==> config.mk <==
export PLATFORM = sky130hd
export DESIGN_NAME = mem_arbiter
export DESIGN_NICKNAME = d
export VERILOG_FILES = /design/src/rtl/rv32imc_types.sv /design/src/rtl/mem_arb_prio.sv /design/src/rtl/mem_arbiter.sv
export SDC_FILE = /design/constraint.sdc
export NUM_CORES = 1
export LEC_CHECK = 0
export BUFFER_PORTS_ARGS = -buffer_cell sky130_fd_sc_hd__buf_2
export CELL_PAD_IN_SITES_DETAIL_PLACEMENT = 1
export CELL_PAD_IN_SITES_GLOBAL_PLACEMENT = 1
export CORE_ASPECT_RATIO = 0.7
export CORE_MARGIN = 5
export CORE_UTILIZATION = 35
export CTS_BUF_LIST = sky130_fd_sc_hd__clkbuf_16
export CTS_CLUSTER_DIAMETER = 60
export CTS_CLUSTER_SIZE = 8
export DETAILED_ROUTE_END_ITERATION = 8
export GPL_TIMING_DRIVEN = 0
export PLACE_DENSITY = 0.85
export SETUP_SLACK_MARGIN = 0.15
export SLEW_MARGIN = 15
export SYNTH_ARGS = -nofsm -noshare
export SYNTH_HDL_FRONTEND = slang
export SYNTH_SLANG_ARGS = --single-unit
==> constraint.sdc <==
create_clock -name clk -period 5.2 [get_ports clk]
set_clock_uncertainty 0.2 [all_clocks]
set_input_delay 0 -clock clk [delete_from_list [all_inputs] [get_ports clk]]
set_output_delay 0 -clock clk [all_outputs]
set_load 0.1 [all_outputs]
==> src/rtl/rv32imc_types.sv <==
// Shared type definitions for the memory arbiter slice.
package rv32imc_types;

   typedef enum logic [1:0] {
      IDLE,
      BUSY,
      DONE
   } arb_state_t;

   typedef enum logic {
      OWN_IMEM,
      OWN_DMEM
   } arb_owner_t;

   localparam int unsigned STARVE_CNT_W = 4;

   // A data request carrying any byte-write enable is a store, whatever its rmask.
   function automatic logic is_store(input logic [3:0] wmask);
      return wmask != 4'h0;
   endfunction

endpackage

==> src/rtl/mem_arb_prio.sv <==
// Grant selection between fetch and data ports, with a saturating starvation
// counter that lets imem through after STARVE_LIMIT back-to-back dmem wins.
module mem_arb_prio
   import rv32imc_types::*;
#(
   parameter int unsigned STARVE_LIMIT = 4
) (
   input  logic clk,
   input  logic rst,
   input  logic arb_en,
   input  logic imem_req,
   input  logic dmem_req,
   output logic grant_imem,
   output logic grant_dmem
);

   localparam logic [STARVE_CNT_W-1:0] LIMIT = STARVE_CNT_W'(STARVE_LIMIT);

   logic [STARVE_CNT_W-1:0] starve_cnt;
   logic                    imem_wins;

   always_comb begin
      imem_wins  = imem_req && (!dmem_req || (starve_cnt == LIMIT));
      grant_imem = arb_en && imem_wins;
      grant_dmem = arb_en && dmem_req && !imem_wins;
   end

   always_ff @(posedge clk or posedge rst) begin
      if (rst) begin
         starve_cnt <= '0;
      end else if (arb_en && (imem_req || dmem_req)) begin
         if (grant_dmem && imem_req)
            starve_cnt <= (starve_cnt == '1) ? starve_cnt : starve_cnt + 1'b1;
         else
            starve_cnt <= '0;
      end
   end

endmodule

==> src/rtl/mem_arbiter.sv <==
// Two-port (fetch/data) arbiter onto a single downstream memory port with
// one transaction outstanding; IDLE grants, BUSY waits for mem_resp, DONE pulses resp.
module mem_arbiter
   import rv32imc_types::*;
#(
   parameter int unsigned STARVE_LIMIT = 4
) (
   input  logic        clk,
   input  logic        rst,
   input  logic [31:0] imem_addr,
   input  logic [3:0]  imem_rmask,
   output logic [31:0] imem_rdata,
   output logic        imem_resp,
   input  logic [31:0] dmem_addr,
   input  logic [3:0]  dmem_rmask,
   input  logic [3:0]  dmem_wmask,
   input  logic [31:0] dmem_wdata,
   output logic [31:0] dmem_rdata,
   output logic        dmem_resp,
   output logic [31:0] mem_addr,
   output logic        mem_read,
   output logic        mem_write,
   output logic [3:0]  mem_wmask,
   output logic [31:0] mem_wdata,
   input  logic [31:0] mem_rdata,
   input  logic        mem_resp
);

   arb_state_t state;
   arb_owner_t owner;
   logic       imem_req;
   logic       dmem_req;
   logic       grant_imem;
   logic       grant_dmem;

   always_comb begin
      imem_req = imem_rmask != 4'h0;
      dmem_req = (dmem_rmask != 4'h0) || (dmem_wmask != 4'h0);
   end

   mem_arb_prio #(
      .STARVE_LIMIT(STARVE_LIMIT)
   ) u_prio (
      .clk       (clk),
      .rst       (rst),
      .arb_en    (state == IDLE),
      .imem_req  (imem_req),
      .dmem_req  (dmem_req),
      .grant_imem(grant_imem),
      .grant_dmem(grant_dmem)
   );

   always_ff @(posedge clk or posedge rst) begin
      if (rst) begin
         state      <= IDLE;
         owner      <= OWN_IMEM;
         mem_addr   <= '0;
         mem_read   <= 1'b0;
         mem_write  <= 1'b0;
         mem_wmask  <= '0;
         mem_wdata  <= '0;
         imem_rdata <= '0;
         dmem_rdata <= '0;
         imem_resp  <= 1'b0;
         dmem_resp  <= 1'b0;
      end else begin
         case (state)
            IDLE: begin
               imem_resp <= 1'b0;
               dmem_resp <= 1'b0;
               if (grant_imem) begin
                  owner     <= OWN_IMEM;
                  mem_addr  <= imem_addr;
                  mem_wmask <= '0;
                  mem_wdata <= '0;
                  mem_read  <= 1'b1;
                  mem_write <= 1'b0;
                  state     <= BUSY;
               end else if (grant_dmem) begin
                  owner     <= OWN_DMEM;
                  mem_addr  <= dmem_addr;
                  mem_wdata <= dmem_wdata;
                  if (is_store(dmem_wmask)) begin
                     mem_wmask <= dmem_wmask;
                     mem_read  <= 1'b0;
                     mem_write <= 1'b1;
                  end else begin
                     mem_wmask <= '0;
                     mem_read  <= 1'b1;
                     mem_write <= 1'b0;
                  end
                  state <= BUSY;
               end
            end
            BUSY: begin
               if (mem_resp) begin
                  mem_read  <= 1'b0;
                  mem_write <= 1'b0;
                  state     <= DONE;
                  if (owner == OWN_IMEM) begin
                     imem_rdata <= mem_rdata;
                     imem_resp  <= 1'b1;
                  end else begin
                     // mem_read is still the registered request of this transaction
                     if (mem_read)
                        dmem_rdata <= mem_rdata;
                     dmem_resp <= 1'b1;
                  end
               end
            end
            DONE: begin
               imem_resp <= 1'b0;
               dmem_resp <= 1'b0;
               state     <= IDLE;
            end
            default: begin
               imem_resp <= 1'b0;
               dmem_resp <= 1'b0;
               mem_read  <= 1'b0;
               mem_write <= 1'b0;
               state     <= IDLE;
            end
         endcase
      end
   end

endmodule

# Word level (Yosys, flattened, before mapping)
# Index checks and enable logic that the tools add are counted.
dict set report word_totals {
  mem_bits_rw 0
  wordCells 78
  ff_bits 143
  latch_bits 0
  mem_count 0
  inputBits 143
  output_inout_bits 136
  romBits 0
}
dict set report op_classes {
  n_reduce_logical 24
  addsub 1
  div 0
  multipliers 0
  mux 30
  n_eq_ne 9
  n_bitwise 2
  n_lt_le_gt_ge 0
  shifts 0
}
# cell n
set op_table {}
lappend op_table {{$mux 32} 4}
lappend op_table {{$mux 4} 5}
lappend op_table {{$mux 1} 15}
lappend op_table {{$reduce_bool 4->1} 3}
lappend op_table {{$reduce_and 2->1} 5}
lappend op_table {{$ne 2x2->1 const B} 4}
lappend op_table {{$logic_and 1x1->1} 6}
lappend op_table {{$mux 2} 3}
lappend op_table {{$pmux 1 s3} 2}
lappend op_table {{$reduce_and 3->1} 2}
lappend op_table {{$add 4x1->4 const B} 1}
lappend op_table {{$eq 4x3->1 const B} 1}
lappend op_table {{$eq 4x4->1 const B} 1}
lappend op_table {{$pmux 2 s2} 1}
lappend op_table {{$reduce_and 4->1} 1}
lappend op_table {{$logic_or 1x1->1} 3}
lappend op_table {{$ne 3x3->1 const B} 1}
lappend op_table {{$eq 2x1->1 const B} 1}
lappend op_table {{$eq 2x2->1 const B} 1}
lappend op_table {{$logic_not 1->1} 2}
lappend op_table {{$logic_not 2->1} 1}
lappend op_table {{$not 1->1} 2}
lappend op_table {{$reduce_bool 2->1} 1}

# Longest topological paths before layout
# Gate-level depths: netlist of the first run.
dict set report depth {
  word_depth 10
  mapped_depth 7
  depth_no_buf 6
}

# Hierarchy
# From an unflattened synthesis of the first run, not the netlist that was laid out.
dict set report unflattened {
  cells_unflattened 418
  area_unflattened_um2 6382.4
}
# mod instances area_per_inst_um2 seq_area_each_um2 cells_per_inst
set by_module_without_submodules {}
lappend by_module_without_submodules {mem_arbiter 1 6105.9 3478.3 387}
lappend by_module_without_submodules {mem_arb_prio 1 276.5 100.1 31}

# Least setup slack after synthesis of the first run
# OpenSTA, ideal clock, no wires.
dict set report synth_timing {
  path_type {register to register}
  from {register mem_read}
  to {register dmem_rdata[19]}
  synth_period_minus_slack_ps 2231
  path_slack_ps 2969
  path_buffers 2
  arrival_ps 1905
  required_time_ps 4875
  stages_incl_launch_ff 5
  setup_time_ps 125
  path_cell_list {dfrtp_1 > and3_1 > clkbuf_1 > buf_2 > mux2_2}
}
dict set report synth_between {
  elab_chain_len 1
}
# element line_no
set synth_lines {}
lappend synth_lines {{from (decl)} mem_arbiter.sv:21} ;# output logic mem_read,
lappend synth_lines {{from (signal assigned)} mem_arbiter.sv:58} ;# mem_read <= 1'b0;
lappend synth_lines {{from (signal assigned)} mem_arbiter.sv:76} ;# mem_read <= 1'b1;
lappend synth_lines {{from (signal assigned)} mem_arbiter.sv:85} ;# mem_read <= 1'b0;
lappend synth_lines {{$reduce_and 4->1 (no line)} -}
lappend synth_lines {{to (signal assigned)} mem_arbiter.sv:106} ;# dmem_rdata <= mem_rdata;
lappend synth_lines {{to (decl)} mem_arbiter.sv:18} ;# output logic [31:0] dmem_rdata,
# Every way passes these cells.
# A chain may end at the register's enable or synchronous reset.

# Final worst setup path of the first run
dict set report layout_timing {
  from {input imem_rmask[3]}
  to {register mem_addr[6]}
}
dict set report layout_between {
  elab_chain_len 6
  word_cells_on_any_way 8
  cone_classes {1 x mux; 7 x reduce/logical}
}
# element line_no
set layout_lines {}
lappend layout_lines {{from (decl)} mem_arbiter.sv:11} ;# input logic [3:0] imem_rmask,
lappend layout_lines {{$reduce_bool 4->1 *} mem_arbiter.sv:37} ;# imem_req = imem_rmask != 4'h0;
lappend layout_lines {{$logic_and 1x1->1 *} mem_arb_prio.sv:23} ;# imem_wins = imem_req && (!dmem_req || (starve_cnt == LIMIT));
lappend layout_lines {{$logic_not 1->1} mem_arb_prio.sv:25} ;# grant_dmem = arb_en && dmem_req && !imem_wins;
lappend layout_lines {{$logic_and 1x1->1} mem_arb_prio.sv:25}
lappend layout_lines {{$reduce_bool 2->1 (no line)} -}
lappend layout_lines {{$reduce_and 2->1 (no line)} -}
lappend layout_lines {{to (signal assigned)} mem_arbiter.sv:73} ;# mem_addr <= imem_addr;
lappend layout_lines {{to (signal assigned)} mem_arbiter.sv:81} ;# mem_addr <= dmem_addr;
lappend layout_lines {{to (decl)} mem_arbiter.sv:20} ;# output logic [31:0] mem_addr,
# Mark *: on every way between the ends. The rest lies on a longest branch, timed or not.

==> flow_metrics.env, run 1 <==
export IMPL_status="finished, final reports clean"
export IMPL_critPathMaxStageDelay_ns=0.61
export IMPL_ant_nets=0
export IMPL_setup_viol=0
export IMPL_path_clk_slew_ns=0.06
export IMPL_drt_initial_drc_count=246
export IMPL_max_freq_ghz=0.287
export IMPL_hold_violations=0
export IMPL_totalWireLength_um=22800
export IMPL_placed_cell_area_mm2=0.00739
export IMPL_setup_tns_ns=0
export IMPL_hold_class="input port to flip-flop"
export IMPL_crit_path_frequent_cell="dlygate4sd3_1"
export IMPL_start_util=0.352
export IMPL_yosys_warnings=0
export IMPL_synthArstFlopShare=1.00
export IMPL_syn_inst=417
export IMPL_fin_area_mm2=0.00939
export IMPL_cts_tree="built"
export IMPL_drive_above_1_share=0.468
export IMPL_area_growth_pct=65.1
export IMPL_crit_chain="dlygate4sd3_1 > buf_2 > or4_4 > dlygate4sd3_1 > a221oi_4 > clkbuf_1 > a21oi_1 > dlygate4sd3_1"
export IMPL_grt_overflow=0
export IMPL_die_h_um=117
export IMPL_worst_slack_ns=1.71
export IMPL_reg2reg_slack_ns=2.19
export IMPL_port_buffers=278
export IMPL_ys_ff_latch=143
export IMPL_hpwl_um=14100
export IMPL_antenna_found_initial=2
export IMPL_cts_root_buffer="clkbuf_16"
export IMPL_ios=279
export IMPL_max_cap_viol_count=0
export IMPL_post_drt_wl_per_cell_um=20.8
export IMPL_clock_sinks=143
export IMPL_cp_end_kind="flip-flop"
export IMPL_vias_per_cell=4.96
export IMPL_syn_num_nets=562
export IMPL_drc=0
export IMPL_rows=39
export IMPL_critPathLaunchType="input port"
export IMPL_fin_nets=999
export IMPL_path_max_fanout=10
export IMPL_cts_buffer_depth=2
export IMPL_synthesis_area_mm2=0.00568
export IMPL_syn_avg_cell_area_um2=13.6
export IMPL_path_delay_family="buffers and inverters"
export IMPL_grtUsageTotal=0.237
export IMPL_fillers=1736
export IMPL_min_period_over_period=0.671
export IMPL_rsz0062_at_grt="no"
export IMPL_firstDrtPassIters=4
export IMPL_worst_pin_slew_ns=0.858
export IMPL_synth_ff_type="dfrtp_1"
export IMPL_routabilityCongestion=0.753
export IMPL_core_area_mm2=0.0162
export IMPL_critPathRequiredTime_ns=5.28
export IMPL_setup_worst_path_class="input port to flip-flop"
export IMPL_slew_headroom=0.424
export IMPL_period_minus_slack_ns=3.49
export IMPL_yosysUniqueCellTypes=36
export IMPL_worstSkewPairLatency_ns=0.41
export IMPL_grt_pass1_wl_um=34600
export IMPL_cp_slowest_cell="dlygate4sd3_1"
export IMPL_cts_buffers=17
export IMPL_die_area_mm2=0.0189
export IMPL_critPathArrivalTime_ns=3.57
export IMPL_dpl_worst_slack_ns=2.82
export IMPL_drv_slew=0
export IMPL_synth_edff_count=0
export IMPL_synth_seq_area_share=0.630
export IMPL_grt_pass1_vias=6106
export IMPL_crit_buf_inv=5
export IMPL_die_w_um=162
export IMPL_cts_htree_levels=4
export IMPL_grt_max_degree=83
export IMPL_via_count=5424
layout by cell type (no fill, tap or decap), types with 17 or more instances in the layout:
master / n
mux2_2: 63
a22o_1: 36
buf_2: 298
inv_1: 35
a21oi_1: 37
clkbuf_16: 17
dlygate4sd3_1: 139
o32ai_1: 32
dfrtp_1: 143
cell families after synthesis:
family                   Yosys count  share of synthesized area
flip-flops                       143                      0.630
AND/OR/NAND/NOR                   23                     0.0269
buffers and inverters             66                     0.0519
AO/OA/AOI/OAI                    118                      0.159
adder cells (fa/ha/maj)            2                    0.00440
multiplexers                      65                      0.129
cells in the mapped netlist (2+ instances only):
master      n  area (µm²)
nor4_2      2        25.0
nand3_1     3        15.0
nor2_1      2        7.51
or4_1       2        15.0
buf_6       3        33.8
o32ai_1    32         280
a22o_1     36         315
mux2_2     63         709
dfrtp_1   143        3580
o21ai_0     2        10.0
nand2b_1    2        12.5
inv_1      36         135
nor2b_1     2        12.5
clkbuf_1    7        26.3
a21oi_1    37         185
a21o_1      3        22.5
ha_1        2        25.0
buf_2      20         100
nand4_1     2        12.5
nand2_1     2        7.51
layer usage:
| layer | share of wire | global-route usage | routed length (µm) |
|---|---|---|---|
| met5 | 0 | 0 | 0 |
| met4 | 0.019 | 0.0789 | 430 |
| met3 | 0.065 | 0.0709 | 1480 |
| met1 | 0.39 | 0.272 | 8910 |
| met2 | 0.53 | 0.428 | 12000 |
flip-flops by register name, summed over array words and instances (netlist names):
name,cells
dmem_rdata,32
imem_rdata,32
mem_addr,32
mem_wdata,32
mem_wmask,4
u_prio.starve_cnt,4
state,2
dmem_resp,1
imem_resp,1
mem_read,1
mem_write,1
owner,1
worst paths after layout:
kind / from / to / cells past startpoint
min: imem_rmask[1] / state[0] / 5
max in group asynchronous: rst / mem_addr[7] / 5
min reg2reg: imem_resp / imem_resp / 1
max reg2reg: u_prio.starve_cnt[0] / mem_addr[6] / 7
max: imem_rmask[3] / mem_addr[6] / 8
min in group asynchronous: rst / mem_wdata[7] / 4
repair_timing:
action,in CTS,in global routing
gates resized for setup,0,0
buffers inserted,0,0
hold buffers,139,0
endpoints found under the hold margin,281,0
final cells by class:
cell class,count,area (µm²),share of cell area
repair buffers,418,2810,0.299
clock inverters,15,171,0.0183
clock buffers,17,425,0.0453
flip-flops and latches,143,3580,0.381
diodes,2,5.00,0.000533
multi-input cells,208,1810,0.193
inverters,36,143,0.0152
well taps,225,282,0.0300
plain buffers,30,160,0.0171
tightest hold or removal path: cells and delay by family:
| family | cells | cell delay, ns |
|---|---|---|
| buffers and inverters | 2 | 0.30 |
| and+or+nand+nor | 1 | 0.08 |
| AOI/OAI and AO/OA | 2 | 0.33 |
stage by stage:
stage,hold WS (ns),utilization,instances
after floorplan,-0.0924,-,417
after global placement,0.0168,0.455,920
after detailed placement,-0.122,0.458,921
after CTS,0.0972,0.581,1092
after global routing,0.113,0.581,1094
final,0.134,0.581,1094
Power of run 1 is not shown: default switching activity piles up to over one toggle a cycle in this logic, so the estimate is an artifact.
==> inputs of run 2 (changes only) <==
==> constraint.sdc (replaced) <==
create_clock -name clk -period 3.3 [get_ports clk]
set_clock_uncertainty 0.2 [all_clocks]
set_input_delay 0 -clock clk [delete_from_list [all_inputs] [get_ports clk]]
set_output_delay 0 -clock clk [all_outputs]
set_load 0.1 [all_outputs]
==> run 2 against run 1 <==
- global-route usage rose by 0.14 points
- final area rose by 0.28%
- routed wire length fell by 0.22%
- utilization rose by 0.16 points
- critical path type unchanged
- largest cell class unchanged
- highest routed layer unchanged
==> flow_metrics.env, run 2 (synthesis results as in run 1) <==
export IMPL_hpwl_um=13800
export IMPL_critPathRequiredTime_ns=3.38
export IMPL_die_area_mm2=0.0189
export IMPL_via_count=5413
export IMPL_cts_root_buffer="clkbuf_16"
export IMPL_wl_met2_um=12100
export IMPL_vias_per_cell=4.94
export IMPL_cts_buffers=17
export IMPL_die_w_um=162
export IMPL_port_buffers=278
export IMPL_ant_nets=0
export IMPL_cts_htree_levels=4
export IMPL_clock_sinks=143
export IMPL_rows=39
export IMPL_worst_pin_slew_ns=0.815
export IMPL_dr_wl_met3_um=1380
export IMPL_grt_pass1_vias=6279
export IMPL_fin_nets=1002
export IMPL_placed_cell_area_mm2=0.00744
export IMPL_ios=279
export IMPL_worstReg2RegEnd="mem_addr[22]"
export IMPL_critPathLaunchType="input port"
export IMPL_die_h_um=117
export IMPL_totalWireLength_um=22700
export IMPL_critPathLaunch="dmem_wmask[0]"
export IMPL_hold_class="input port to flip-flop"
export IMPL_worstSkewPairLatency_ns=0.41
export IMPL_period_minus_slack_ns=2.99
export IMPL_regArea_mm2=0.00358
export IMPL_hold_violations=0
export IMPL_multi_input_area_mm2=0.00181
export IMPL_max_freq_ghz=0.335
export IMPL_grt_overflow=0
export IMPL_start_util=0.352
export IMPL_setup_tns_ns=0
export IMPL_post_drt_wl_per_cell_um=20.8
export IMPL_path_clk_slew_ns=0.06
export IMPL_reg2reg_depth=7
export IMPL_core_area_mm2=0.0162
export IMPL_critPathArrivalTime_ns=3.07
export IMPL_maxUsedRoutingLayer="met4"
export IMPL_status="finished, final reports clean"
export IMPL_fillers=1729
export IMPL_firstDrtPassIters=5
export IMPL_path_max_fanout=10
export IMPL_dp_cells=924
export IMPL_cp_end_kind="flip-flop"
export IMPL_drt_initial_drc_count=251
export IMPL_cts_buffer_depth=2
export IMPL_routabilityCongestion=0.754
export IMPL_cts_repair_resized=0
export IMPL_final_common_cell="buf_2"
export IMPL_grtUsageTotal=0.238
export IMPL_drive_above_1_share=0.469
export IMPL_setup_worst_path_end="mem_addr[22]"
export IMPL_wl_met1_um=8590
export IMPL_fin_area_mm2=0.00941
export IMPL_grt_pass1_wl_um=34900
export IMPL_max_cap_viol_count=0
export IMPL_setup_viol=0
export IMPL_drv_slew=0
export IMPL_rsz0062_at_grt="no"
export IMPL_layout_common_cells="buf_2 (298), dfrtp_1 (143), dlygate4sd3_1 (139), mux2_2 (63), a21oi_1 (37)"
export IMPL_area_growth_pct=65.6
export IMPL_r2r_start="state[0]"
export IMPL_grt_max_degree=35
export IMPL_drc=0
export IMPL_cts_tree="built"
export IMPL_slew_headroom=0.452
export IMPL_antenna_found_initial=1
export IMPL_reg2reg_slack_ns=0.33
export IMPL_min_period_over_period=0.906
export IMPL_finalNonFillerCells=1096
export IMPL_setup_worst_path_class="input port to flip-flop"
run 2: changes by cell type in the layout (fill, tap and decap cells not counted):
cell	previous run	this run
buf_12	0	4
clkinvlp_4	3	4
clkinv_1	0	1
bufinv_16	2	1
clkinv_4	0	3
diode_2	2	1
clkinv_2	1	0
buf_16	1	0
inv_6	7	4
run 2: cell type report:
cell class                      count  share of cell area
Sequential cell                   143               0.380
Timing Repair Buffer              421               0.304
Multi-Input combinational cell    208               0.192
Clock buffer                       17              0.0452
Tap cell                          225              0.0299
Buffer                             30              0.0170
Clock inverter                     15              0.0161
Inverter                           36              0.0148
Antenna cell                        1            0.000266
run 2: how the worst min path moves through the flow:
stage / start / end / depth (start not counted) / slack (ns)
global route: dmem_wdata[18] / mem_wdata[18] / 3 / 0.13
finish: imem_rmask[1] / state[0] / 5 / 0.14
floorplan: mem_resp / state[0] / 1 / -0.09
detailed placement: rst / imem_rdata[12] / 2 / -0.15
global placement: dmem_wdata[18] / mem_wdata[18] / 2 / 0.02
CTS: dmem_wdata[0] / mem_wdata[0] / 3 / 0.12
run 2: stage by stage:
step,hold slack [ns],util,setup WS [ns]
after floorplan,-0.0924,-,1.07
after global placement,0.0165,0.456,0.375
after detailed placement,-0.151,0.461,1.00
after CTS,0.117,0.583,0.463
after global routing,0.135,0.583,0.234
final,0.142,0.583,0.311
run 2: worst max-delay path, cell delays in order:
cell and delay, ns:
dlygate4sd3_1 0.55, buf_2 0.16, nor4_2 0.74, a31oi_2 0.41
buf_2 0.31, o32ai_1 0.17, a21oi_1 0.12, dlygate4sd3_1 0.60
run 2: what timing repair did:
| action | in CTS | in global routing |
|---|---|---|
| hold buffers | 139 | 0 |
| endpoints found under the hold margin | 220 | 0 |
| setup buffers | 0 | 0 |
| setup endpoints to repair | 0 | 0 |
run 2: per-layer routing:
metal  global-route usage  up-vias
li1                     -     2420
met1                0.265     2724
met2                0.441      219
met3               0.0589       50
met4               0.0969        0
met5                    0        -
Power of run 2 is left out for the same reason.
